## src/rtl/rx_boxcar_decimator.sv

```systemverilog
// rx_boxcar_decimator
//   First-order boxcar (CIC order 1) decimator for the RX I/Q stream.
//   R consecutive signed samples are summed per lane, and one 64-bit sum is
//   emitted for every R input samples. The sums pass through a small output
//   FIFO that honours AXI-stream backpressure.
//
//   Build option: define RX_BOXCAR_OVF_COUNT_EN to add ovf_count_o, a
//   saturating count of dropped sums.
//
// Ports
//   clk                  clock
//   rst_n                asynchronous active-low reset
//   rate_axis_tdata_i    decimation factor R (0 or 1 selects pass-through)
//   rate_axis_tvalid_i   rate write strobe
//   rx_iq_axis_tdata_i   {q[31:16], i[15:0]} signed input sample
//   rx_iq_axis_tvalid_i  input sample valid
//   axis_tdata_o         {q_sum[63:32], i_sum[31:0]} signed output sum
//   axis_tvalid_o        output FIFO non-empty
//   axis_tready_i        consumer ready
//   rate_o               last written rate value
//   ovf_o                sticky flag: a sum was dropped on a full FIFO
//   ovf_count_o          number of dropped sums, saturating (option only)
module rx_boxcar_decimator #(
  parameter int FIFO_DEPTH = 4,
  parameter int INIT_RATE  = 0
) (
  input  logic        clk,
  input  logic        rst_n,
  input  logic [15:0] rate_axis_tdata_i,
  input  logic        rate_axis_tvalid_i,
  input  logic [31:0] rx_iq_axis_tdata_i,
  input  logic        rx_iq_axis_tvalid_i,
  output logic [63:0] axis_tdata_o,
  output logic        axis_tvalid_o,
  input  logic        axis_tready_i,
  output logic [15:0] rate_o,
  output logic        ovf_o
`ifdef RX_BOXCAR_OVF_COUNT_EN
  ,
  output logic [15:0] ovf_count_o
`endif
);

  localparam int AW = $clog2(FIFO_DEPTH);

  typedef enum logic {WAIT_RATE, ACCUM} state_t;

  function automatic logic signed [31:0] sext16(input logic [15:0] v);
    return {{16{v[15]}}, v};
  endfunction

  function automatic logic [15:0] sat_inc16(input logic [15:0] v);
    return (v == 16'hFFFF) ? v : v + 16'd1;
  endfunction

  state_t             state, state_nxt;
  logic        [15:0] rate_q;
  logic        [15:0] r_eff;
  logic        [15:0] cnt_p0;
  logic signed [31:0] acc_i_p0, acc_q_p0;
  logic signed [31:0] sum_i, sum_q;
  logic               rate_wr, take, dump_vld_p0;

  logic [63:0]        mem [FIFO_DEPTH];
  logic [AW-1:0]      wr_ptr, rd_ptr;
  logic [AW:0]        count;
  logic               empty, full, pop, push_ok, drop;

  assign rate_wr = rate_axis_tvalid_i;
  assign r_eff   = (rate_q <= 16'd1) ? 16'd1 : rate_q;
  // The sum includes the current sample, so the dump needs no extra cycle.
  assign sum_i   = acc_i_p0 + sext16(rx_iq_axis_tdata_i[15:0]);
  assign sum_q   = acc_q_p0 + sext16(rx_iq_axis_tdata_i[31:16]);

  always_ff @(posedge clk or negedge rst_n) begin
    if (!rst_n) state <= (INIT_RATE == 0) ? WAIT_RATE : ACCUM;
    else        state <= state_nxt;
  end

  // A rate write wins over a sample arriving in the same cycle.
  always_comb begin
    state_nxt = state;
    take      = 1'b0;
    case (state)
      WAIT_RATE: if (rate_wr) state_nxt = ACCUM;
      ACCUM:     take = rx_iq_axis_tvalid_i && !rate_wr;
      default:   state_nxt = WAIT_RATE;
    endcase
  end

  assign dump_vld_p0 = take && (cnt_p0 == r_eff - 16'd1);

  // ---- stage p0: accumulate ----
  always_ff @(posedge clk or negedge rst_n) begin
    if (!rst_n) begin
      rate_q   <= 16'(INIT_RATE);
      cnt_p0   <= '0;
      acc_i_p0 <= '0;
      acc_q_p0 <= '0;
    end else if (rate_wr) begin
      rate_q   <= rate_axis_tdata_i;
      cnt_p0   <= '0;
      acc_i_p0 <= '0;
      acc_q_p0 <= '0;
    end else if (take) begin
      if (dump_vld_p0) begin
        cnt_p0   <= '0;
        acc_i_p0 <= '0;
        acc_q_p0 <= '0;
      end else begin
        cnt_p0   <= cnt_p0 + 16'd1;
        acc_i_p0 <= sum_i;
        acc_q_p0 <= sum_q;
      end
    end
  end

  // ---- stage p1: output FIFO ----
  assign empty   = (count == '0);
  assign full    = (count == (AW+1)'(FIFO_DEPTH));
  assign pop     = !empty && axis_tready_i;
  // A pop in the same cycle frees a slot, so a full FIFO can still accept.
  assign drop    = dump_vld_p0 && full && !pop;
  assign push_ok = dump_vld_p0 && !drop;

  always_ff @(posedge clk) begin
    if (push_ok) mem[wr_ptr] <= {sum_q, sum_i};
  end

  always_ff @(posedge clk or negedge rst_n) begin
    if (!rst_n) begin
      wr_ptr <= '0;
      rd_ptr <= '0;
      count  <= '0;
      ovf_o  <= 1'b0;
    end else begin
      if (push_ok) wr_ptr <= wr_ptr + 1'b1;
      if (pop)     rd_ptr <= rd_ptr + 1'b1;
      case ({push_ok, pop})
        2'b10:   count <= count + 1'b1;
        2'b01:   count <= count - 1'b1;
        default: count <= count;
      endcase
      if (rate_wr)   ovf_o <= 1'b0;
      else if (drop) ovf_o <= 1'b1;
    end
  end

`ifdef RX_BOXCAR_OVF_COUNT_EN
  always_ff @(posedge clk or negedge rst_n) begin
    if (!rst_n)       ovf_count_o <= '0;
    else if (rate_wr) ovf_count_o <= '0;
    else if (drop)    ovf_count_o <= sat_inc16(ovf_count_o);
  end
`endif

  // Memory is not reset; masking the read keeps the data output at zero
  // whenever nothing is queued.
  assign axis_tdata_o  = empty ? '0 : mem[rd_ptr];
  assign axis_tvalid_o = !empty;
  assign rate_o        = rate_q;

endmodule

```

## config.mk

```make
export PLATFORM = sky130hd
export DESIGN_NAME = rx_boxcar_decimator
export DESIGN_NICKNAME = d
export VERILOG_FILES = /design/src/rtl/rx_boxcar_decimator.sv
export SDC_FILE = /design/constraint.sdc
export NUM_CORES = 1
export LEC_CHECK = 0
export ABC_AREA = 1
export BUFFER_PORTS_ARGS = -buffer_cell sky130_fd_sc_hd__clkbuf_2
export CELL_PAD_IN_SITES_DETAIL_PLACEMENT = 2
export CELL_PAD_IN_SITES_GLOBAL_PLACEMENT = 2
export CORE_ASPECT_RATIO = 1.1
export CORE_MARGIN = 2
export CORE_UTILIZATION = 25
export CTS_CLUSTER_DIAMETER = 60
export DETAILED_ROUTE_END_ITERATION = 8
export PLACE_DENSITY = 0.55
export SLEW_MARGIN = 15
export SYNTH_ARGS = -nofsm -noshare
export SYNTH_HDL_FRONTEND = slang
export SYNTH_SLANG_ARGS = --single-unit
```

## constraint.sdc

```tcl
create_clock -name clk -period 7.8 [get_ports clk]
set_input_delay 1.17 -clock clk [delete_from_list [all_inputs] [get_ports clk]]
set_output_delay 1.17 -clock clk [all_outputs]
set_load 0.03 [all_outputs]
```

Word level (Yosys, flattened, before mapping)
Memories as Yosys holds them, arrays and structs flattened.
Index checks and enable logic that the tools add are counted.
{"block": "totals", "mem_count": 1, "elab_cells": 56, "output_inout_bits": 82, "mem_bits_ro": 0, "in_bits": 53, "register_bits": 105, "mem_bits_rw": 256, "latch_bits": 0}
{"block": "op_classes", "shift": 0, "n_eq_ne": 4, "n_addsub": 8, "div": 0, "mul": 0, "n_reduce_logical": 14, "magnitude_cmp": 1, "n_mux": 19, "bitwise_logic": 0}
{"memory": "mem", "words": 4, "word_bits": 64, "read_ports": 1, "rd_ports_with_merged_regs": 0, "write_ports": 1, "line": "64", "text": "logic [63:0] mem [FIFO_DEPTH];"}
{"op": "two-way mux 32 bit", "count": 6}
{"op": "adder 32 x 16 -> 32 bit", "count": 2}
{"op": "two-way mux 16 bit", "count": 4}
{"op": "two-way mux 64 bit", "count": 1}
{"op": "adder 16 x 1 -> 16 bit (second input constant)", "count": 1}
{"op": "equality test 16 bit", "count": 1}
{"op": "<= comparator 16 x 1 -> 1 bit (second input constant)", "count": 1}
{"op": "subtractor 16 x 1 -> 16 bit (second input constant)", "count": 1}
{"op": "two-way mux 1 bit", "count": 7}
{"op": "logical AND 1 bit", "count": 6}
{"op": "case mux 3 bit (2 select lines)", "count": 1}
{"op": "nonzero test 2 bit", "count": 3}
{"op": "adder 2 x 1 -> 2 bit (second input constant)", "count": 2}
{"op": "zero test 1 bit", "count": 4}
{"op": "adder 3 x 1 -> 3 bit (second input constant)", "count": 1}
{"op": "equality test 3 bit (second input constant)", "count": 1}
{"op": "zero test 3 bit", "count": 1}
{"op": "subtractor 3 x 1 -> 3 bit (second input constant)", "count": 1}
{"op": "equality test 2 x 1 -> 1 bit (second input constant)", "count": 1}
{"op": "equality test 2 bit (second input constant)", "count": 1}

Depth between registers and ports, before layout
Gate-level depths: netlist (run 1).
{"block": "depth", "depth_word": 11, "ltp_mapped": 24, "mapped_depth_nobuf": 24}

Worst setup path after synthesis (run 1)
Ideal clock, no wire load.
{"block": "synth_path", "kind": "reg-to-reg", "start": "register rate_q[9], in the netlist rate_o[9]", "end": "memory mem[0][0] (enable)", "setup_ns": 0.486, "stages_incl_launch_ff": 19, "setup_slack_ns": 2.077, "path_buffers": 0, "required_time_ns": 7.314, "arrival_ns": 5.236, "cell_sequence": "dfrtp_1 > nor2_2 > nand2_1 > nor2_1 > nand2_2 > nand2_1 > inv_1 > ha_1 > xor2_1 > nand2_1 > a21oi_1 > o21ai_0 > nor2_1 > nand3_1 > nor2_1 > nand4_2 > nor2_2 > inv_1 > nor2_1"}
{"block": "synth_between", "elab_chain_cells": 11}
{"item": "from (decl)", "line": "57", "text": "logic [15:0] rate_q;"}
{"item": "from (signal assigned)", "line": "96", "text": "rate_q <= 16'(INIT_RATE);"}
{"item": "from (signal assigned)", "line": "101", "text": "rate_q <= rate_axis_tdata_i;"}
{"item": "<= comparator 16 x 1 -> 1 bit", "line": "70", "text": "assign r_eff = (rate_q <= 16'd1) ? 16'd1 : rate_q;"}
{"item": "two-way mux 16 bit (*)", "line": "70"}
{"item": "subtractor 16 x 1 -> 16 bit (*)", "line": "91", "text": "assign dump_vld_p0 = take && (cnt_p0 == r_eff - 16'd1);"}
{"item": "equality test 16 bit (*)", "line": "91"}
{"item": "logical AND 1 bit (*)", "line": "91"}
{"item": "logical AND 1 bit (2 in a row)", "line": "123", "text": "assign drop = dump_vld_p0 && full && !pop;"}
{"item": "zero test 1 bit", "line": "124", "text": "assign push_ok = dump_vld_p0 && !drop;"}
{"item": "logical AND 1 bit (*)", "line": "124"}
{"item": "two-way mux 1 bit (*)", "line": "127", "text": "if (push_ok) mem[wr_ptr] <= {sum_q, sum_i};"}
{"item": "two-way mux 1 bit (implied by the code) (*)", "line": "127"}
{"item": "to (decl)", "line": "64"}
Mark *: on every way between the ends. The rest lies on a longest branch, timed or not.

Final worst setup path (run 1)
{"block": "layout_path", "start": "register rd_ptr[0]", "end": "output port axis_tdata_o[42]"}
{"block": "layout_between", "elab_chain_cells": 2}
{"item": "from (decl)", "line": "65", "text": "logic [AW-1:0] wr_ptr, rd_ptr;"}
{"item": "from (signal assigned)", "line": "138", "text": "if (pop) rd_ptr <= rd_ptr + 1'b1;"}
{"item": "memory (4 x 64 bit)"}
{"item": "two-way mux 64 bit", "line": "159", "text": "assign axis_tdata_o = empty ? '0 : mem[rd_ptr];"}
{"item": "to (decl)", "line": "33", "text": "output logic [63:0] axis_tdata_o,"}
Every way passes these cells.

==> results of run 1 <==
-- where the power goes --
group | total [mW] | switching, mW | internal [mW] | leakage, nW
clock | 2.34 | 0.935 | 1.40 | 0.814
combinational | 3.29 | 2.41 | 0.882 | 4.03
sequential | 2.61 | 0.179 | 2.43 | 3.66
total | 8.24 | 3.52 | 4.72 | 8.50
-- flip-flops by register name, summed over array words and instances, names as in the netlist --
name / flops
count: 3
rd_ptr: 2
acc_q_p0: 32
state: 1
wr_ptr: 2
cnt_p0: 16
ovf_o: 1
mem: 256
rate_o: 16
acc_i_p0: 32
-- cells in the mapped netlist, types with 2 or more instances --
cell and number:
nand3b_1 4, nand2_2 4, o22ai_1 12, clkbuf_1 53
buf_1 8, edfxtp_1 256, nor4_1 2, a22o_1 47
o21bai_1 3, o21ai_1 4, a21oi_1 136, ha_1 68
buf_6 5, or2_2 4, xor2_1 67, a31oi_1 8
o21a_1 8, buf_2 2, mux2_2 7, nand2_1 185
nand4_1 14, inv_1 119, dfrtp_1 105, o21ai_0 184
a211oi_1 3, xnor2_1 27, fa_1 3, o31ai_1 2
nor2_2 6, nor2_1 354, a21o_1 10, buf_4 2
nor3_1 15, nand3_1 41
-- logic make-up (layout without fill, tap and decap cells) --
kind of cell,after synthesis,in the layout,share of synthesized area [%]
compound gates,421,421,13.4
fa+ha+maj,71,71,5.10
mux,7,7,0.441
flops,361,361,57.8
simple gates,634,634,14.4
xor+xnor,95,95,4.70
buf+inv,191,359,4.28
-- area by class of cell --
cell class	instances	area share [%]
clock buffer	61	6.13
clock inverter	31	1.77
inverter	121	2.14
multi-input combinational	1228	32.1
sequential	361	48.6
tap	936	5.52
timing repair buffer	146	3.69
-- worst paths after layout --
check	slack, ns	cells past startpoint	endpoint	startpoint
max	2.53	5	axis_tdata_o[42]	rd_ptr[0]$_DFFE_PN0P_
min	0.47	1	state$_DFF_PN0_	state$_DFF_PN0_
max reg2reg	3.19	21	mem[2][58]$_DFFE_PP_	rate_o[9]$_DFFE_PN0P_
min reg2reg	0.47	1	state$_DFF_PN0_	state$_DFF_PN0_
max in group asynchronous	5.74	2	rd_ptr[0]$_DFFE_PN0P_	rst_n
min in group asynchronous	0.60	1	rate_o[1]$_DFFE_PN0P_	rst_n
-- routing by layer --
metal  vias up  global-route usage (%)  wire length (um)
met2       182                    29.0             30000
met1      6920                    19.9             25900
met3        84                    2.04              1620
met5         -                       0                 0
li1       6403                       -                 -
met4         0                    4.84              1470
-- stage by stage --
| stage | hold WS (ns) | util, % | cell area [um^2] | cells | worst slack (ns) |
|---|---|---|---|---|---|
| 2_1_floorplan | 0.437 | - | 17900 | 1780 | 2.08 |
| 3_3_place_gp | 0.453 | 27.7 | 19600 | 2792 | 2.89 |
| 3_5_place_dp | 0.451 | 27.7 | 19600 | 2792 | 2.85 |
| 4_1_cts | 0.467 | 30.1 | 21200 | 2884 | 2.29 |
| 5_1_grt | 0.497 | 30.1 | 21200 | 2884 | 2.16 |
| 6_report | 0.466 | 30.1 | 21200 | 2884 | 2.53 |
-- critical path: stages, from the launching register on --
cell and delay [ns]:
dfrtp_4 1.04, clkinv_2 1.03, buf_4 0.66, o21ai_0 0.31
a21oi_1 0.16, clkbuf_2 0.26
==> out/metrics.cfg, run 1 <==
[routing]
firstDrtPassIters = 4
drc = 0
ant_nets = 0
via_count = 13600
drt-initial-drc-count = 452
totalWireLength_mm = 59.0
routed_via_density = 4.71
wl_per_cell_um = 20.4

[global_routing]
grt_pass1_wl_mm = 91.9
antenna_found_initial = 0
grt_usage_pct = 16.1
grt_max_degree = 78
grt_pass1_vias = 15300
gr-total-overflow = 0

[setup_path]
required_ns = 6.63
worstSetupStartpointType = register
path_class = reg -> out
worst_setup_path_end_kind = output pin
critPathMaxFanout = 77
arrival_ns = 4.10

[logic_synthesis]
avgSynthCellArea_um2 = 10.0
syn-num-nets = 1904
syn_inst = 1780
syn_area_mm2 = 0.0179
synth_edf_count = 256
yosys_warnings = 0
yosysSeqAreaShare_pct = 57.8
synth_flop_cell = edfxtp_1
yosys.area.top_type = edfxtp_1
async_reset_ff_share_pct = 29.1
synth_top_area_share_pct = 43.0
ys_ff_latch = 361
yosys-top-cells-area = edfxtp_1 (43%), dfrtp_1 (15%), nor2_1 (7.4%)
synthDistinctLibCells = 46

[layout]
drive_gt1_share_pct = 13.4
nNetsFinal = 2031
layout_common_cells = nor2_1 (348), edfxtp_1 (256), nand2_1 (185)
layout_commonest_cell = nor2_1
multi_input_area_mm2 = 0.00683
num_antenna_cells = 0
seqCellArea_mm2 = 0.0103
syn2layout_area_growth_pct = 18.9
fill_cells = 7724

[sta]
fin_skew_ns = 0.0259
worst_slew_pin_slew_ns = 1.11
max_freq_mhz = 190
fin_crit_ns = 5.27
setup_viol = 0
hold_viol_final = 0
final.period_utilization_pct = 67.5
finalSetupTns_ns = 0
rsz0062_at_grt = false
slew_viol_final = 0
relSlewSlack_pct = 26.1

[die]
num_io_pins = 135
die_area_mm2 = 0.0736
placementRows = 102
dieWidth_um = 259
core-area_mm2 = 0.0706
dieHeight_um = 284
start_util_pct = 25.3

[job]
maxCapViolCount = 0

[clock_tree]
cts_tree = yes
clock_latency_ns = 0.60
clockBufferDepth = 3
hold_buffers = 0
cts_resized = 0
numCtsBuffers = 49
postCtsSetupBuffers = 0
clk_pin_slew_ns = 0.06
htree_levels = 2
root_buffer = clkbuf_16
cts.sinks = 361

[run_status]
outcome = completed

[pwr]
total_power_mw = 8.24
irDropWorstVdd_mv = 0.167
power.density_mw_per_mm2 = 388
leakage_nw = 8.50

[min_path]
min_path_type = reg -> reg

[placed_design]
hpwl_mm = 38.1
io_buffers = 134
gp_congestion = 0.746

Note: power is estimated with default switching activity, not from simulation.
==> run 2: changes to the inputs <==
PLACE_DENSITY = 0.57   (was 0.55)
clock period = 4.67 ns   (was 7.8 ns; I/O delays follow)
==> out/metrics.cfg, run 2 (synthesized netlist as in run 1, its figures left out) <==
[run_status]
outcome = completed

[routing]
drt-initial-drc-count = 574
routed_via_density = 4.70
ant_nets = 0
via_count = 13600
wl_per_cell_um = 20.3
totalWireLength_mm = 58.7
drc = 0
firstDrtPassIters = 5

[sta]
fin_skew_ns = 0.0294
fin_crit_ns = 3.96
hold_viol_final = 0
setup_viol = 0
finalSetupTns_ns = 0
slew_viol_final = 0
relSlewSlack_pct = 30.7
worst_slew_pin_slew_ns = 1.04
final.period_utilization_pct = 84.9
hold_ws_ns = 0.147
rsz0062_at_grt = false
max_freq_mhz = 252

[pwr]
combPwrFrac_pct = 40.7
power.density_mw_per_mm2 = 643
seqPwrFrac_pct = 30.9
p_switching_mw = 5.89
irDropWorstVdd_mv = 0.296
p_int_mw = 7.93
sw_frac_of_total_pct = 42.6
clkPwrFrac_pct = 28.3
leakage_nw = 8.64

[clock_tree]
clockBufferDepth = 3
numCtsBuffers = 48
clk_pin_slew_ns = 0.06
cts_tree = yes
cts_resized = 0
root_buffer = clkbuf_16
hold_buffers = 0
postCtsSetupBuffers = 0
cts.sinks = 361
clock_latency_ns = 0.60
htree_levels = 2

[placed_design]
io_buffers = 134
gp_congestion = 0.769
hpwl_mm = 39.7

[layout]
num_antenna_cells = 0
regMostFlops = mem
layout_commonest_cell = nor2_1
largest_register_ffs = 256
drive_gt1_share_pct = 14.5
syn2layout_area_growth_pct = 20.4
nNetsFinal = 2046
layout_common_cells = nor2_1 (348), edfxtp_1 (256), nand2_1 (185)
fin_util_pct = 30.5
largestRegisters = mem (256), acc_i_p0 (32), acc_q_p0 (32)

[setup_path]
path_buf_inv = 3
critPathMaxStageDelay_ns = 0.43
crit_family = simple AND/OR/NAND/NOR gates
arrival_ns = 4.26
worstSetupStartpointType = register
cpMaxStageDelayCell = dfrtp_1
crit_top_cell = nor2_1
path_class = reg -> reg
critPathMaxFanout = 9
worst_setup_path_end_kind = register
required_ns = 4.97
crit_chain = nor2_1 -> nand2_1 -> nor2_1 -> nand2_2 -> nand2_1 -> inv_1 -> ha_1 -> xor2_1 -> nand2_1 -> a21oi_1 -> o21ai_0 -> nor2_1 -> nand3_1 -> nor2_1 -> nand4_2 -> nor2_2 -> inv_1 -> nor2_4 -> buf_4

[die]
die_area_mm2 = 0.0736
dieHeight_um = 284
num_io_pins = 135
start_util_pct = 25.3
dieWidth_um = 259
core-area_mm2 = 0.0706
placementRows = 102

[global_routing]
grt_usage_pct = 16.0
grt_pass1_wl_mm = 91.4
gr-total-overflow = 0
grt_pass1_vias = 15200
grt_max_degree = 68
antenna_found_initial = 0

[job]
maxCapViolCount = 0

[min_path]
min_path_type = in -> async

==> run 2: cell count changes in the layout (fill, tap and decap cells not counted), sizes merged <==
cell      delta
clkinvlp     +1
inv          +1
clkbuf       -4
clkinv       +1
buf         +16
bufinv       -1
==> run 2: worst reg2reg max path: cells and delay by family (launching register included) <==
family | cells | cell delay [ns]
simple gates | 12 | 1.95
buf+inv | 3 | 0.55
flops | 1 | 0.43
fa+ha+maj | 1 | 0.29
compound gates | 2 | 0.28
xor+xnor | 1 | 0.17
==> run 2: worst paths after layout <==
check	start	to	slack (ns)	depth (start not counted)
worst max register to register	rate_o[12]$_DFFE_PN0P_	mem[1][37]$_DFFE_PP_	0.71	19
worst min-delay path	rst_n	acc_i_p0[14]$_DFFE_PN0P_	0.15	1
max in group asynchronous	rst_n	acc_q_p0[5]$_DFFE_PN0P_	3.49	2
min in group clk	rate_axis_tdata_i[1]	rate_o[1]$_DFFE_PN0P_	0.32	3
worst min register to register	state$_DFF_PN0_	state$_DFF_PN0_	0.47	1
worst max-delay path	rate_o[12]$_DFFE_PN0P_	mem[1][37]$_DFFE_PP_	0.71	19
==> run 2: routing by layer <==
layer | part of all wire, % | GRT usage [%] | up-vias
met5 | 0 | 0 | -
met1 | 44 | 19.7 | 6918
met3 | 3.2 | 2.56 | 76
li1 | - | - | 6443
met2 | 51 | 28.8 | 172
met4 | 2.3 | 4.16 | 0
==> run 2: area by class of cell <==
type | instances | area, um^2
repair buffers | 162 | 1010
clock buffers | 57 | 1320
flip-flops and latches | 361 | 10300
clock inverters | 33 | 399
fillers | 7693 | 49100
inverters | 121 | 455
well taps | 936 | 1170
multi-input cells | 1228 | 6830
==> run 2: power groups by stage <==
stage	combinational, mW	clock (mW)	sequential (mW)
after floorplan	3.72	0	4.25
after global placement	5.68	0	4.33
after detailed placement	5.79	0	4.34
after CTS	5.82	4.03	4.28
after global routing	6.27	4.14	4.31
final	5.63	3.92	4.27
==> run 2: metrics by stage <==
stage / cell area [um^2] / power (mW) / instances / setup slack [ns]
CTS: 21500 / 14.1 / 2898 / 0.599
detailed placement: 19800 / 10.1 / 2808 / 0.589
global placement: 19800 / 10.0 / 2808 / 0.698
global route: 21500 / 14.7 / 2898 / 0.249
finish: 21500 / 13.8 / 2898 / 0.706
floorplan: 17900 / 7.96 / 1780 / -1.05
